===== config.mk =====
export PLATFORM = sky130hd
export DESIGN_NAME = ip1_test_sequencer
export DESIGN_NICKNAME = d
export VERILOG_FILES = /design/src/rtl/ip1_test_seq_pkg.sv /design/src/rtl/ip1_test_seq_pad_mux.sv /design/src/rtl/ip1_test_sequencer.sv
export SDC_FILE = /design/constraint.sdc
export NUM_CORES = 1
export LEC_CHECK = 0
export ABC_AREA = 1
export BUFFER_PORTS_ARGS = -buffer_cell sky130_fd_sc_hd__buf_2
export CAP_MARGIN = 5
export CORE_ASPECT_RATIO = 2
export CORE_MARGIN = 2
export CORE_UTILIZATION = 39
export CTS_CLUSTER_DIAMETER = 200
export CTS_CLUSTER_SIZE = 28
export DETAILED_ROUTE_END_ITERATION = 12
export GPL_ROUTABILITY_DRIVEN = 1
export PLACE_DENSITY = 0.77
export SYNTH_ARGS = -nofsm -noshare
export SYNTH_HDL_FRONTEND = slang
export SYNTH_SLANG_ARGS = --single-unit

===== constraint.sdc =====
create_clock -name clk -period 1.4 [get_ports clk]
set_input_delay 0.14 -clock clk [delete_from_list [all_inputs] [get_ports clk]]
set_output_delay 0.14 -clock clk [all_outputs]
set_load 0.005 [all_outputs]

===== src/rtl/ip1_test_seq_pkg.sv =====
// Shared types and constants for the ip1 test sequencer: FSM state encoding
// and the layout / safe-default value of the per-test pad slice.
package ip1_test_seq_pkg;

    localparam int PAD_W = 7;

    localparam int PAD_CONFIG_CLK  = 0;
    localparam int PAD_RESET_NOT   = 1;
    localparam int PAD_CONFIG_IN   = 2;
    localparam int PAD_CONFIG_LOAD = 3;
    localparam int PAD_VIN_TRIG    = 4;
    localparam int PAD_SCAN_IN     = 5;
    localparam int PAD_SCAN_LOAD   = 6;

    // reset_not released and config_load in parallel-out; everything else low
    localparam logic [PAD_W-1:0] PAD_SAFE_DEFAULT = 7'b000_1010;

    typedef enum logic [2:0] {
        S_IDLE      = 3'd0,
        S_SELECT    = 3'd1,
        S_START     = 3'd2,
        S_WAIT_DONE = 3'd3,
        S_NEXT      = 3'd4,
        S_DONE      = 3'd5
    } seq_state_e;

endpackage


===== src/rtl/ip1_test_seq_pad_mux.sv =====
// Registered N-to-1 pad multiplexer. The enable vector is one-hot or zero;
// zero selects the safe default pad levels, which are also the reset value.
module ip1_test_seq_pad_mux
    import ip1_test_seq_pkg::*;
#(
    parameter int N_TESTS = 4
) (
    input  logic                       clk,
    input  logic                       reset,
    input  logic [N_TESTS-1:0]         sel_en,
    input  logic [PAD_W*N_TESTS-1:0]   test_pads,
    output logic [PAD_W-1:0]           pads_q
);

    logic [PAD_W-1:0] pads_nxt;

    always_comb begin
        pads_nxt = '0;
        for (int i = 0; i < N_TESTS; i++) begin
            if (sel_en[i]) begin
                pads_nxt = pads_nxt | test_pads[PAD_W*i +: PAD_W];
            end
        end
        if (sel_en == '0) begin
            pads_nxt = PAD_SAFE_DEFAULT;
        end
    end

    always_ff @(posedge clk or posedge reset) begin
        if (reset) begin
            pads_q <= PAD_SAFE_DEFAULT;
        end else begin
            pads_q <= pads_nxt;
        end
    end

endmodule


===== src/rtl/ip1_test_sequencer.sv =====
// Runs the masked ip1 test FSMs back-to-back and owns the shared pads.
// Optional watchdog: define IP1_TEST_SEQ_TIMEOUT_EN.
module ip1_test_sequencer
    import ip1_test_seq_pkg::*;
#(
    parameter int N_TESTS = 4,
    parameter int TMO_W   = 24
) (
    input  logic                       clk,
    input  logic                       reset,
    input  logic                       seq_start,
    input  logic                       seq_abort,
    input  logic [N_TESTS-1:0]         seq_test_mask,
    input  logic [TMO_W-1:0]           seq_timeout_max,
    input  logic [N_TESTS-1:0]         test_status_done,
    input  logic [PAD_W*N_TESTS-1:0]   test_pads,
    output logic [N_TESTS-1:0]         test_enable,
    output logic [N_TESTS-1:0]         test_start_re,
    output logic                       pad_config_clk,
    output logic                       pad_reset_not,
    output logic                       pad_config_in,
    output logic                       pad_config_load,
    output logic                       pad_vin_test_trig_out,
    output logic                       pad_scan_in,
    output logic                       pad_scan_load,
    output logic [2:0]                 seq_state,
    output logic [3:0]                 seq_cur_test,
    output logic                       seq_busy,
    output logic                       seq_done,
    output logic                       seq_aborted,
    output logic                       seq_timeout_err,
    output logic [N_TESTS-1:0]         seq_fail_mask
);

    // Test handshake: the owning test sees test_enable held high from START
    // until NEXT, a single-cycle test_start_re in START, and reports completion
    // by a 0->1 transition of its sticky done flag; a level alone never counts.

    seq_state_e         state, state_nxt;
    logic [N_TESTS-1:0] pending, pending_nxt;
    logic [3:0]         cur, cur_nxt, sel_idx;
    logic [N_TESTS-1:0] cur_oh;
    logic               start_q, start_edge_r;
    logic [N_TESTS-1:0] done_q, done_edge_r;
    logic               aborted_nxt, tmo_err_nxt;
    logic [N_TESTS-1:0] fail_nxt;
    logic               cur_done;
    logic [PAD_W-1:0]   pads_q;
`ifdef IP1_TEST_SEQ_TIMEOUT_EN
    logic [TMO_W-1:0]   wdog, wdog_nxt;
`else
    logic               unused_tmo;
    assign unused_tmo = ^seq_timeout_max;
`endif

    assign cur_oh   = {{(N_TESTS-1){1'b0}}, 1'b1} << cur;
    assign cur_done = |(done_edge_r & cur_oh);

    always_comb begin
        sel_idx = '0;
        for (int i = N_TESTS-1; i >= 0; i--) begin
            if (pending[i]) sel_idx = 4'(i);
        end
    end

    always_comb begin
        state_nxt     = state;
        pending_nxt   = pending;
        cur_nxt       = cur;
        aborted_nxt   = seq_aborted;
        tmo_err_nxt   = seq_timeout_err;
        fail_nxt      = seq_fail_mask;
        test_enable   = '0;
        test_start_re = '0;
`ifdef IP1_TEST_SEQ_TIMEOUT_EN
        wdog_nxt      = wdog;
`endif
        case (state)
            // A launch from DONE behaves exactly like one from IDLE
            S_IDLE, S_DONE: begin
                if (start_edge_r) begin
                    pending_nxt = seq_test_mask;
                    aborted_nxt = 1'b0;
                    tmo_err_nxt = 1'b0;
                    fail_nxt    = '0;
                    state_nxt   = S_SELECT;
                end
            end
            S_SELECT: begin
                if (pending == '0) begin
                    state_nxt = S_DONE;
                end else begin
                    cur_nxt   = sel_idx;
                    state_nxt = S_START;
                end
            end
            S_START: begin
                test_enable   = cur_oh;
                test_start_re = cur_oh;
                state_nxt     = S_WAIT_DONE;
`ifdef IP1_TEST_SEQ_TIMEOUT_EN
                wdog_nxt      = '0;
`endif
            end
            S_WAIT_DONE: begin
                test_enable = cur_oh;
                if (cur_done) begin
                    state_nxt = S_NEXT;
                end
`ifdef IP1_TEST_SEQ_TIMEOUT_EN
                else if (seq_timeout_max != '0 && wdog == seq_timeout_max) begin
                    fail_nxt    = seq_fail_mask | cur_oh;
                    tmo_err_nxt = 1'b1;
                    state_nxt   = S_NEXT;
                end else if (wdog != {TMO_W{1'b1}}) begin
                    wdog_nxt = wdog + TMO_W'(1);
                end
`endif
            end
            S_NEXT: begin
                pending_nxt = pending & ~cur_oh;
                state_nxt   = S_SELECT;
            end
            default: state_nxt = S_IDLE;
        endcase

        // Abort wins over completion and timeout evaluated above
        if (seq_abort && state != S_IDLE && state != S_DONE) begin
            test_enable   = '0;
            test_start_re = '0;
            pending_nxt   = pending;
            cur_nxt       = cur;
            tmo_err_nxt   = seq_timeout_err;
            fail_nxt      = seq_fail_mask;
            aborted_nxt   = 1'b1;
            state_nxt     = S_DONE;
        end
    end

    always_ff @(posedge clk or posedge reset) begin
        if (reset) begin
            state           <= S_IDLE;
            pending         <= '0;
            cur             <= '0;
            start_q         <= 1'b1;  // a level already high at release is no edge
            start_edge_r    <= 1'b0;
            done_q          <= '0;
            done_edge_r     <= '0;
            seq_aborted     <= 1'b0;
            seq_timeout_err <= 1'b0;
            seq_fail_mask   <= '0;
`ifdef IP1_TEST_SEQ_TIMEOUT_EN
            wdog            <= '0;
`endif
        end else begin
            state           <= state_nxt;
            pending         <= pending_nxt;
            cur             <= cur_nxt;
            start_q         <= seq_start;
            start_edge_r    <= seq_start & ~start_q;
            done_q          <= test_status_done;
            done_edge_r     <= test_status_done & ~done_q;
            seq_aborted     <= aborted_nxt;
            seq_timeout_err <= tmo_err_nxt;
            seq_fail_mask   <= fail_nxt;
`ifdef IP1_TEST_SEQ_TIMEOUT_EN
            wdog            <= wdog_nxt;
`endif
        end
    end

    ip1_test_seq_pad_mux #(.N_TESTS(N_TESTS)) u_pad_mux (
        .clk       (clk),
        .reset     (reset),
        .sel_en    (test_enable),
        .test_pads (test_pads),
        .pads_q    (pads_q)
    );

    assign pad_config_clk        = pads_q[PAD_CONFIG_CLK];
    assign pad_reset_not         = pads_q[PAD_RESET_NOT];
    assign pad_config_in         = pads_q[PAD_CONFIG_IN];
    assign pad_config_load       = pads_q[PAD_CONFIG_LOAD];
    assign pad_vin_test_trig_out = pads_q[PAD_VIN_TRIG];
    assign pad_scan_in           = pads_q[PAD_SCAN_IN];
    assign pad_scan_load         = pads_q[PAD_SCAN_LOAD];

    assign seq_state    = state;
    assign seq_cur_test = cur;
    assign seq_busy     = (state == S_SELECT) || (state == S_START) ||
                          (state == S_WAIT_DONE) || (state == S_NEXT);
    assign seq_done     = (state == S_DONE);

endmodule


==> results.md <==
* CTS root buffer: clkbuf_8
* Final antenna-violating net count at 0
* CP Class: flop to primary output
* PD cells at 1656 mW/mm2
* GRT Overall Usage at 0.1882
* Maximum vdd drop at 0.8953 mV
* Max Root-Sink Buffers at 2
* Area growth syn-to-layout at 49.80%
* Ant. Diodes at 0
* FF-to-FF path depth at 9
* Total congestion overflow at 0
* Die Width at 48.44 um
* Sink Count at 27
* Post-DR vias/cell at 4.612
* Final setup violation count at 17
* Achievable frequency at 662.6 MHz
* Synth Instances at 219
* Status: finished with violations
* Worst-skew pair later-pin latency at 0.27 ns
* Input/output buffers at 62
* Core area at 0.003804 mm2
* Final Hold Viols at 0
* Synthesized area at 0.001540 mm2
* Worst Hold Depth at 5
* Fin crit period at 1.509 ns
* Crit share post-route at 1.078
* H-tree lvl count at 1
* Clk_skew at 0.004517 ns
* Routed len/inst at 11.16 um
* Setup ws final at -0.1092 ns
* Routability-driven placement congestion ratio at 0.8783
* Layout cells sized above 1 at 0.4317
* Leakage at 1.326 nW
* Crit path DAT at 1.37 ns
* Antenna violations before repair at 0
* Synthesized area per cell at 7.033 um2
* Design area at 0.002307 mm2
* Largest net degree at the start of global routing at 28
* Top Ports at 94
* YS warnings at 0
* Failing checks: setup timing
* CP Max Fanout at 5
* TritonCTS clock tree: yes
* Unrepaired setup endpoints after global routing: yes
* Crit. End Element: primary output
* Vias in the first global route at 1,625
* Worst EP required at 1.26 ns
* Placed inst area at 0.001967 mm2
* DRC errors left at 0
* Row cnt at 32
* Full die area at 0.004498 mm2
* Yosys cell types at 20
* Total Neg Setup Slack at -0.8525 ns
* Worst hold path type: input port to flop
* Sequential share of the synthesized area at 0.4411
* TritonCTS Buffers at 3
* Number of DRC markers in iteration 0 at 20
* Die height at 92.88 um
* Nets@finish at 380
* Global-route wire length before repair at 6637 um
* Final wirelength at 4085 um
* Detailed Routing Iterations Pass 1 at 4
* Clk slew on worst S/H paths at 0.09 ns
* CP Launch Type: flop
* Total number of vias at 1,688
* DP Wirelength at 3104 um
* Synthesized flop and latch total at 27
* Final Max Slew Viols at 0
* Starting density of the core at 0.4049
* Max cap viols at 0
## layout make-up
class / count / area (um2)
clock inverters: 1 / 7.507
multi-input cells: 146 / 758.2
clock buffers: 3 / 41.29
repair buffers: 98 / 603.1
inverters: 40 / 150.1
fillers: 359 / 1496
well taps: 51 / 63.81
flip-flops and latches: 27 / 683.2
## logic make-up (layout without fill, tap and decap cells)
family,count (synthesis),in the layout,synth area share
buffers and inverters,52,142,0.1560
AND/OR/NAND/NOR,122,122,0.3428
other,1,7,0.002435
AO/OA/AOI/OAI,17,17,0.05768
flip-flops,27,27,0.4411
## through the flow
stage | utilization | setup slack (ns) | instances | power, mW | hold slack, ns
4_1_cts | 0.5885 | -0.1184 | 364 | 3.675 | 0.1323
5_1_grt | 0.6066 | -0.1915 | 366 | 4.133 | 0.1730
6_report | 0.6066 | -0.1092 | 366 | 3.821 | 0.1390
3_3_place_gp | 0.5171 | -0.005212 | 342 | 2.827 | 0.2100
3_5_place_dp | 0.5171 | -0.02729 | 342 | 2.864 | 0.2191
2_1_floorplan | - | 0.05825 | 225 | 2.241 | 0.1445
## placed cells by master, fill, tap and decap left out, drive strengths merged, types with 4 or more instances in the layout
| master | netlist | final |
|---|---|---|
| buf | 12 | 92 |
| conb | 1 | 7 |
| dlygate4sd3 | 0 | 6 |
| nand3 | 30 | 30 |
| o21ai | 12 | 12 |
| a21oi | 4 | 4 |
| nand2 | 61 | 61 |
| dfrtp | 24 | 24 |
| nor2 | 28 | 28 |
| inv | 40 | 40 |
## power breakdown
part           switching, mW  internal [mW]  total, mW
registers              0.162           1.01       1.17
clock network          0.233          0.201      0.435
logic                   1.25          0.970       2.22
## layer usage
layer,wire length [um],track usage
met1,1447,0.1904
met3,118,0.01290
met5,0,0
met2,2420,0.3831
met4,98,0.07619
## sequential cells by signal, summed over array words and instances, names as in the netlist
| name | flops |
|---|---|
| done_edge_r | 4 |
| done_q | 4 |
| pending | 4 |
| seq_aborted | 1 |
| seq_cur_test | 2 |
| seq_state | 3 |
| start_edge_r | 1 |
| start_q | 1 |
| u_pad_mux.pads_q | 7 |
## cells in the mapped netlist
cell / n / share of area
nor2_2: 3 / 0.012
nand3_2: 2 / 0.013
nand3_1: 28 / 0.091
a21oi_1: 4 / 0.013
o21ai_1: 6 / 0.019
a2bb2oi_1: 1 / 0.0057
dfstp_2: 3 / 0.051
nand3b_1: 2 / 0.0097
buf_4: 7 / 0.034
o21ai_0: 6 / 0.019
conb_1: 1 / 0.0024
nand2_2: 2 / 0.0081
nor2_1: 25 / 0.061
nand2_1: 59 / 0.14
buf_2: 3 / 0.0097
dfrtp_1: 24 / 0.39
inv_2: 7 / 0.017
inv_1: 33 / 0.080
nand4_1: 1 / 0.0041
buf_6: 2 / 0.015
## path summary, 6_finish.rpt
kind	from	slack (ns)	end
min	test_pads[2]	0.14	u_pad_mux.pads_q[2]
max in group asynchronous	reset	0.63	u_pad_mux.pads_q[3]
min reg2reg	done_q[3]	0.41	done_edge_r[3]
max reg2reg	seq_state[1]	-0.07	u_pad_mux.pads_q[1]
max	seq_state[1]	-0.11	test_start_re[1]
min in group asynchronous	reset	0.46	pending[2]
## critical path, stage by stage (launching register included)
cell and delay, ns:
dfrtp_2 0.42, buf_4 0.14, nand2_4 0.10, nor2_4 0.15, nand2_2 0.09, nor2_1 0.08, buf_2 0.11
## repair_timing
action / in CTS / in global routing
hold buffers: 6 / 0
gates resized for setup: 23 / 13
cloned: 0 / 0
pin swaps: 6 / 6
buffers inserted: 12 / 2
endpoints found under the hold margin: 29 / 0
endpoints found under the setup margin: 16 / 26
(Power assumes the default switching activity.)
